===== src/rtl/fifo_uart_tx.sv =====
// UART transmitter that drains a FIFO read port: pops one word per frame and
// sends start, DATA_BITS data bits LSB first, optional parity, then stop bits.
module fifo_uart_tx #(
    parameter int DATA_BITS  = 8,
    parameter int BAUD_DIV   = 434,
    parameter int PARITY_EN  = 0,
    parameter int PARITY_ODD = 0,
    parameter int STOP_BITS  = 1
) (
    input  logic                 i_clk,
    input  logic                 i_rst_n,
    input  logic                 i_enable,
    input  logic                 i_fifo_empty,
    input  logic [DATA_BITS-1:0] i_fifo_data,
    output logic                 o_fifo_stb,
    output logic                 o_tx,
    output logic                 o_busy
);

    localparam int BW = (BAUD_DIV > 1) ? $clog2(BAUD_DIV) : 1;
    localparam int CW = $clog2(DATA_BITS + 1);
    localparam logic [BW-1:0] BAUD_LAST = BW'(BAUD_DIV - 1);
    localparam logic [CW-1:0] BIT_LAST  = CW'(DATA_BITS - 1);
    localparam logic          STOP_LAST = (STOP_BITS == 2);
    localparam logic          ODD       = (PARITY_ODD != 0);

    typedef enum logic [2:0] {
        IDLE,
        START,
        DATA,
        PARITY,
        STOP
    } state_e;

    state_e               state_q, state_d;
    logic [BW-1:0]        baud_q, baud_d;
    logic [CW-1:0]        bit_q, bit_d;
    logic                 stop_q, stop_d;
    logic [DATA_BITS-1:0] shift_q, shift_d;
    logic                 par_q, par_d;
    logic                 tx_q, tx_d;
    logic                 stb_q, stb_d;
    logic                 busy_q, busy_d;

    logic                 start_ok;
    logic                 baud_tc;
    logic                 launch;
    logic [DATA_BITS-1:0] shift_nxt;

    assign start_ok  = i_enable && !i_fifo_empty;
    assign baud_tc   = (baud_q == BAUD_LAST);
    assign shift_nxt = shift_q >> 1;

    always_ff @(posedge i_clk or negedge i_rst_n) begin
        if (!i_rst_n) begin
            state_q <= IDLE;
            baud_q  <= '0;
            bit_q   <= '0;
            stop_q  <= 1'b0;
            shift_q <= '0;
            par_q   <= 1'b0;
            tx_q    <= 1'b1;
            stb_q   <= 1'b0;
            busy_q  <= 1'b0;
        end else begin
            state_q <= state_d;
            baud_q  <= baud_d;
            bit_q   <= bit_d;
            stop_q  <= stop_d;
            shift_q <= shift_d;
            par_q   <= par_d;
            tx_q    <= tx_d;
            stb_q   <= stb_d;
            busy_q  <= busy_d;
        end
    end

    always_comb begin
        state_d = state_q;
        baud_d  = baud_q;
        bit_d   = bit_q;
        stop_d  = stop_q;
        shift_d = shift_q;
        par_d   = par_q;
        tx_d    = tx_q;
        stb_d   = 1'b0;
        launch  = 1'b0;

        if (state_q != IDLE) begin
            baud_d = baud_tc ? '0 : baud_q + BW'(1);
        end

        case (state_q)
            IDLE: begin
                tx_d = 1'b1;
                if (start_ok) begin
                    launch = 1'b1;
                end
            end
            START: begin
                if (baud_tc) begin
                    state_d = DATA;
                    tx_d    = shift_q[0];
                    bit_d   = '0;
                end
            end
            DATA: begin
                if (baud_tc) begin
                    if (bit_q == BIT_LAST) begin
                        bit_d = '0;
                        if (PARITY_EN != 0) begin
                            state_d = PARITY;
                            tx_d    = par_q;
                        end else begin
                            state_d = STOP;
                            tx_d    = 1'b1;
                            stop_d  = 1'b0;
                        end
                    end else begin
                        shift_d = shift_nxt;
                        tx_d    = shift_nxt[0];
                        bit_d   = bit_q + CW'(1);
                    end
                end
            end
            PARITY: begin
                if (baud_tc) begin
                    state_d = STOP;
                    tx_d    = 1'b1;
                    stop_d  = 1'b0;
                end
            end
            STOP: begin
                if (baud_tc) begin
                    if (stop_q == STOP_LAST) begin
                        // Back-to-back frames chain here with no idle bit between them.
                        if (start_ok) begin
                            launch = 1'b1;
                        end else begin
                            state_d = IDLE;
                            tx_d    = 1'b1;
                        end
                    end else begin
                        stop_d = 1'b1;
                    end
                end
            end
            default: begin
                state_d = IDLE;
                tx_d    = 1'b1;
            end
        endcase

        if (launch) begin
            shift_d = i_fifo_data;
            par_d   = (^i_fifo_data) ^ ODD;
            stb_d   = 1'b1;
            tx_d    = 1'b0;
            state_d = START;
            baud_d  = '0;
        end

        busy_d = (state_d != IDLE);
    end

    assign o_fifo_stb = stb_q;
    assign o_tx       = tx_q;
    assign o_busy     = busy_q;

endmodule

===== config.mk =====
export PLATFORM = sky130hd
export DESIGN_NAME = fifo_uart_tx
export DESIGN_NICKNAME = d
export VERILOG_FILES = /design/src/rtl/fifo_uart_tx.sv
export SDC_FILE = /design/constraint.sdc
export NUM_CORES = 1
export LEC_CHECK = 0
export BUFFER_PORTS_ARGS = -buffer_cell sky130_fd_sc_hd__buf_2
export CORE_UTILIZATION = 57
export CTS_CLUSTER_DIAMETER = 30
export DETAILED_ROUTE_END_ITERATION = 8
export PLACE_DENSITY = 0.77
export SETUP_SLACK_MARGIN = 0.02
export SLEW_MARGIN = 5
export SYNTH_ARGS = -nofsm -noshare
export SYNTH_HDL_FRONTEND = slang
export SYNTH_SLANG_ARGS = --single-unit

===== constraint.sdc =====
create_clock -name i_clk -period 1.9 [get_ports i_clk]
set_input_delay 0.095 -clock i_clk [delete_from_list [all_inputs] [get_ports i_clk]]
set_output_delay 0.095 -clock i_clk [all_outputs]
set_load 0.01 [all_outputs]

# Word level (Yosys, flattened, before mapping)
# Index checks and enable logic that the tools add are counted.
# W data, S select, Z words.
# word_totals
elab_cells	82
input_bits	12
register_bits	28
out_inout_bits	3
# classes
muxes	40
eq_ne	18
n_reduce_logical	14
n_addsub	2
# op_table
op	count
$mux W8	4
$mux W9	3
$mux W3	8
$ne A3 B3 Y1 const B	6
$mux W1	17
$pmux W3 S5	1
$mux W4	3
$ne A2 B2 Y1 const B	6
$add A9 B1 Y9 const B	1
$eq A9 B9 Y1 const B	1
$reduce_bool A3 Y1	3
$pmux W4 S2	1
$reduce_bool A2 Y1	4
$eq A3 B2 Y1 const B	2
$reduce_and A3 Y1	2
$reduce_and A6 Y1	1
$reduce_and A5 Y1	1
$add A4 B1 Y4 const B	1
$eq A4 B3 Y1 const B	1
$pmux W1 S4	1
$eq A3 B1 Y1 const B	1
$eq A3 B3 Y1 const B	1
$logic_not A3 Y1	1
$pmux W1 S3	1
3 further kinds	3

# Depth between registers and ports, before layout
# depth
depth_word	8
depth_mapped	7
depth_no_buf	6

# Worst setup path before layout
# OpenSTA, ideal clock, no wires.
# synth_timing
kind	flip-flop to flip-flop
start	register baud_q[1]
end	register shift_q[7]
required_time_ps	1775
arrival_ps	1573
setup_slack_ps	202
path_buffers	1
path_stages_with_launch	8
setup_ps	125
path_cell_list	dfrtp_1 > inv_1 > ha_1 > nand4b_1 > o21ai_2 > and2_1 > buf_4 > mux2_2
# synth_between
elab_chain_cells	5
elab_cells_between_ends	8
# synth_rtl
element	line_no	source
start, declared	36	logic [BW-1:0] baud_q, baud_d;
start signal, assigned	67	baud_q <= baud_d;
$eq A9 B9 Y1 *	51	assign baud_tc = (baud_q == BAUD_LAST);
$mux W1 *	134	if (baud_tc) begin
$pmux W1 S2 *	93	case (state_q)
via launch	47	logic launch;
$ne A2 B2 Y1 (no line) or $reduce_bool A2 Y1 (tied branches)	--	
$reduce_and A3 Y1 (no line)	--	
end signal, assigned	70	shift_q <= shift_d;
end, declared	39	logic [DATA_BITS-1:0] shift_q, shift_d;
# The timed path passes the listed nets; every way through them passes the cells marked *.
# A chain may end at the register's enable or synchronous reset.

# Worst setup path in the final report
# layout_timing
start	register state_q[1]
end	register shift_q[4]
# layout_between
elab_chain_cells	4
elab_cells_between_ends	9
# layout_rtl
element	line_no	source
start, declared	35	state_e state_q, state_d;
start signal, assigned	66	state_q <= state_d;
$eq A3 B3 Y1 or $logic_not A3 Y1 (tied branches)	93	
$pmux W1 S2	93	
$ne A2 B2 Y1 (no line) or $reduce_bool A2 Y1 (tied branches)	--	
$reduce_and A3 Y1 (no line)	--	
# Parallel ways exist; a longest one is shown, timed or not.

==> flow_metrics.env <==
export IMPL_cts_htree_levels=1
export IMPL_grt_met3_use_pct=2.90
export IMPL_most_used_dff_post_synth="dfrtp_1"
export IMPL_clock_skew_final_ns=0.00730
export IMPL_synth_cell_types=47
export IMPL_ys_top_cells_by_area="dfrtp_1, a221o_1, and2_1, a21oi_1, o21ai_0"
export IMPL_timing_critical_path_required_ns=2.13
export IMPL_timing_final_crit_period_ns=1.81
export IMPL_critical_path_peak_fanout=7
export IMPL_via_per_inst=6.16
export IMPL_die_x_um=52.6
export IMPL_grt_busiest_layer="met2"
export IMPL_firstDrtPassIters=4
export IMPL_unrepaired_setup_endpoints_after_global_routing="false"
export IMPL_postSynthRegisterBits=27
export IMPL_route_detailed_wl_per_inst_um=16.0
export IMPL_die_height_um=52.6
export IMPL_post_synth_inst_count=146
export IMPL_gr_layer_usage_met2_pct=41.1
export IMPL_grt_use_total_pct=24.9
export IMPL_tritoncts_clock_tree="done"
export IMPL_vdd_ir_drop_max_v=0.000841
export IMPL_timing_final_max_slew_violations=0
export IMPL_final_setup_violating_endpoints=0
export IMPL_final_net_count=191
export IMPL_number_of_cts_inserted_buffers=3
export IMPL_critPathCaptureType="register"
export IMPL_synth_top_cells_by_count="dfrtp_1, and2_1, a21oi_1"
export IMPL_use_met1_pct=33.5
export IMPL_async_flop_share_pct=100
export IMPL_power_leakage_nw=0.774
export IMPL_insertion_delay_ns=0.33
export IMPL_number_of_placed_cells_counting_well_taps=190
export IMPL_tightest_slew_ns=0.601
export IMPL_drt_antenna_violating_nets=0
export IMPL_postLayoutCoreUtil_pct=73.8
export IMPL_num_io_pins=15
export IMPL_yosysTopAreaCellShare_pct=44.5
export IMPL_floorplan_initialDensity_pct=63.0
export IMPL_diodes=0
export IMPL_first_global_vias=1133
export IMPL_antenna_found_initial=0
export IMPL_cts_max_path_buffers=2
export IMPL_synth_warnings=0
export IMPL_place_detailed_hpwl_um=2250
export IMPL_flow_area_growth_from_synthesis_pct=17.0
export IMPL_crit_type="reg2reg"
export IMPL_syn_area_per_cell_um2=10.0
export IMPL_period_share_pct=95.2
export IMPL_mappedNetlistNets=161
export IMPL_wirelength_um=3240
export IMPL_first_iter_violations=20
export IMPL_num_fill_cells=179
export IMPL_pwr_density_cell_mw_per_mm2=818
export IMPL_finalSetupTns_ns=0
export IMPL_cap_violations=0
export IMPL_coreArea_mm2=0.00232
export IMPL_grt_ovfl_total=0
export IMPL_fin_area_mm2=0.00171
export IMPL_post_synth_top_area_cell="dfrtp_1"
export IMPL_arrival_ns=2.04
export IMPL_timing_final_hold_violations=0
export IMPL_grt_start_max_net_pins=28
export IMPL_status="finished clean"
export IMPL_max_freq_mhz=553
export IMPL_io_buffer_count=14
export IMPL_slew_limit_headroom_pct=59.9
export IMPL_report_power_total_mw=1.40
export IMPL_dr_total_vias=1251
export IMPL_cts_reportedPaths_clkPinSlew_ns=0.15
export IMPL_critPathLaunchType="register"
export IMPL_layout_cells_sized_above_1_pct=22.3
export IMPL_synth_enable_flop_cells=0
export IMPL_fin_cells=203
export IMPL_number_of_remaining_drc_errors=0
export IMPL_grt_first_pass_wirelength_um=5000
export IMPL_cts_root_buffer_cell="clkbuf_4"
export IMPL_timing_hold_worst_class="in2reg"
export IMPL_cell_row_count=17
export IMPL_die_outline_area_mm2=0.00277
export IMPL_clkSinkCount=27
export IMPL_syn_cell_area_mm2=0.00146
export IMPL_yosys_cell_count_top_type="dfrtp_1"
export IMPL_globalplace_congestion=0.867
export IMPL_synth_sequential_area_ratio_pct=46.3
export IMPL_detailed_place_area_mm2=0.00159
==> final timing paths <==
check,cells past startpoint,endpoint,slack [ns],from
min in group asynchronous,2,baud_q[0]$_DFFE_PN0P_,0.27,i_rst_n
setup / recovery,4,shift_q[4]$_DFFE_PN0P_,0.09,state_q[1]$_DFF_PN0_
max in group asynchronous,2,state_q[0]$_DFF_PN0_,1.20,i_rst_n
hold reg to reg,1,bit_q[0]$_DFFE_PN0P_,0.53,bit_q[0]$_DFFE_PN0P_
setup reg to reg,4,shift_q[4]$_DFFE_PN0P_,0.09,state_q[1]$_DFF_PN0_
hold / removal,2,shift_q[4]$_DFFE_PN0P_,0.03,i_fifo_data[4]
==> worst max-delay path, cell delays in order (launching register included) <==
cell,delay (ns)
dfrtp_1,0.47
or3b_1,0.44
nor4_4,0.33
a21oi_2,0.13
a221o_1,0.34
==> flip-flops by register name, summed over array words and instances, names as in the netlist <==
| name | flops |
|---|---|
| bit_q | 4 |
| o_fifo_stb | 1 |
| baud_q | 9 |
| o_tx | 1 |
| shift_q | 8 |
| o_busy | 1 |
| state_q | 3 |
==> report_power, final <==
part	switching (mW)	internal, mW
clock network	0.182	0.0792
registers	0.129	0.698
logic	0.141	0.170
==> layout make-up <==
| class | instances | area (um^2) | area share, % |
|---|---|---|---|
| clock inverters | 1 | 5.00 | 0.293 |
| inverters | 6 | 22.5 | 1.32 |
| flip-flops and latches | 27 | 678 | 39.6 |
| multi-input cells | 107 | 729 | 42.6 |
| repair buffers | 31 | 218 | 12.7 |
| well taps | 28 | 35.0 | 2.05 |
| clock buffers | 3 | 22.5 | 1.32 |
==> cells in the final DEF (no fill, tap or decap), types with 5 or more instances in the layout <==
cell and count:
inv_1 6, o21ai_0 8, a21oi_1 9, dlygate4sd3_1 8, a221o_1 7, nor2_1 8
buf_4 9, nand3_1 5, a31oi_1 5, buf_2 14, dfrtp_1 25, nand2_1 7
and2_1 10
==> routing by layer <==
layer,up-vias,wire [um]
li1,601,-
met1,607,1520
met2,39,1570
met3,4,115
met4,0,38
met5,-,0
==> logic make-up (layout without fill, tap and decap cells) <==
family	after synthesis	in the layout	share of synthesized area, %
adder cells (fa/ha/maj)	3	3	2.57
buffers and inverters	12	41	4.02
AND/OR/NAND/NOR	58	58	24.7
multiplexers	1	1	0.770
XOR/XNOR	1	1	0.599
flip-flops	27	27	46.3
AO/OA/AOI/OAI	44	44	21.1
==> repair_timing <==
| action | 4_1_cts | 5_1_grt |
|---|---|---|
| endpoints found under the setup margin | 0 | 3 |
| hold buffers | 8 | 0 |
| hold endpoints to repair | 33 | 0 |
| setup buffers | 0 | 1 |
| resized for setup | 0 | 3 |
==> through the flow <==
stage                     hold slack (ns)  setup WS, ns
after floorplan                    -0.201         0.202
after global placement              0.123         0.189
after global routing               0.0118       0.00899
after CTS                          0.0163        0.0971
final                              0.0273        0.0915
after detailed placement            0.135         0.129
Power figures use the tool's default switching activity.
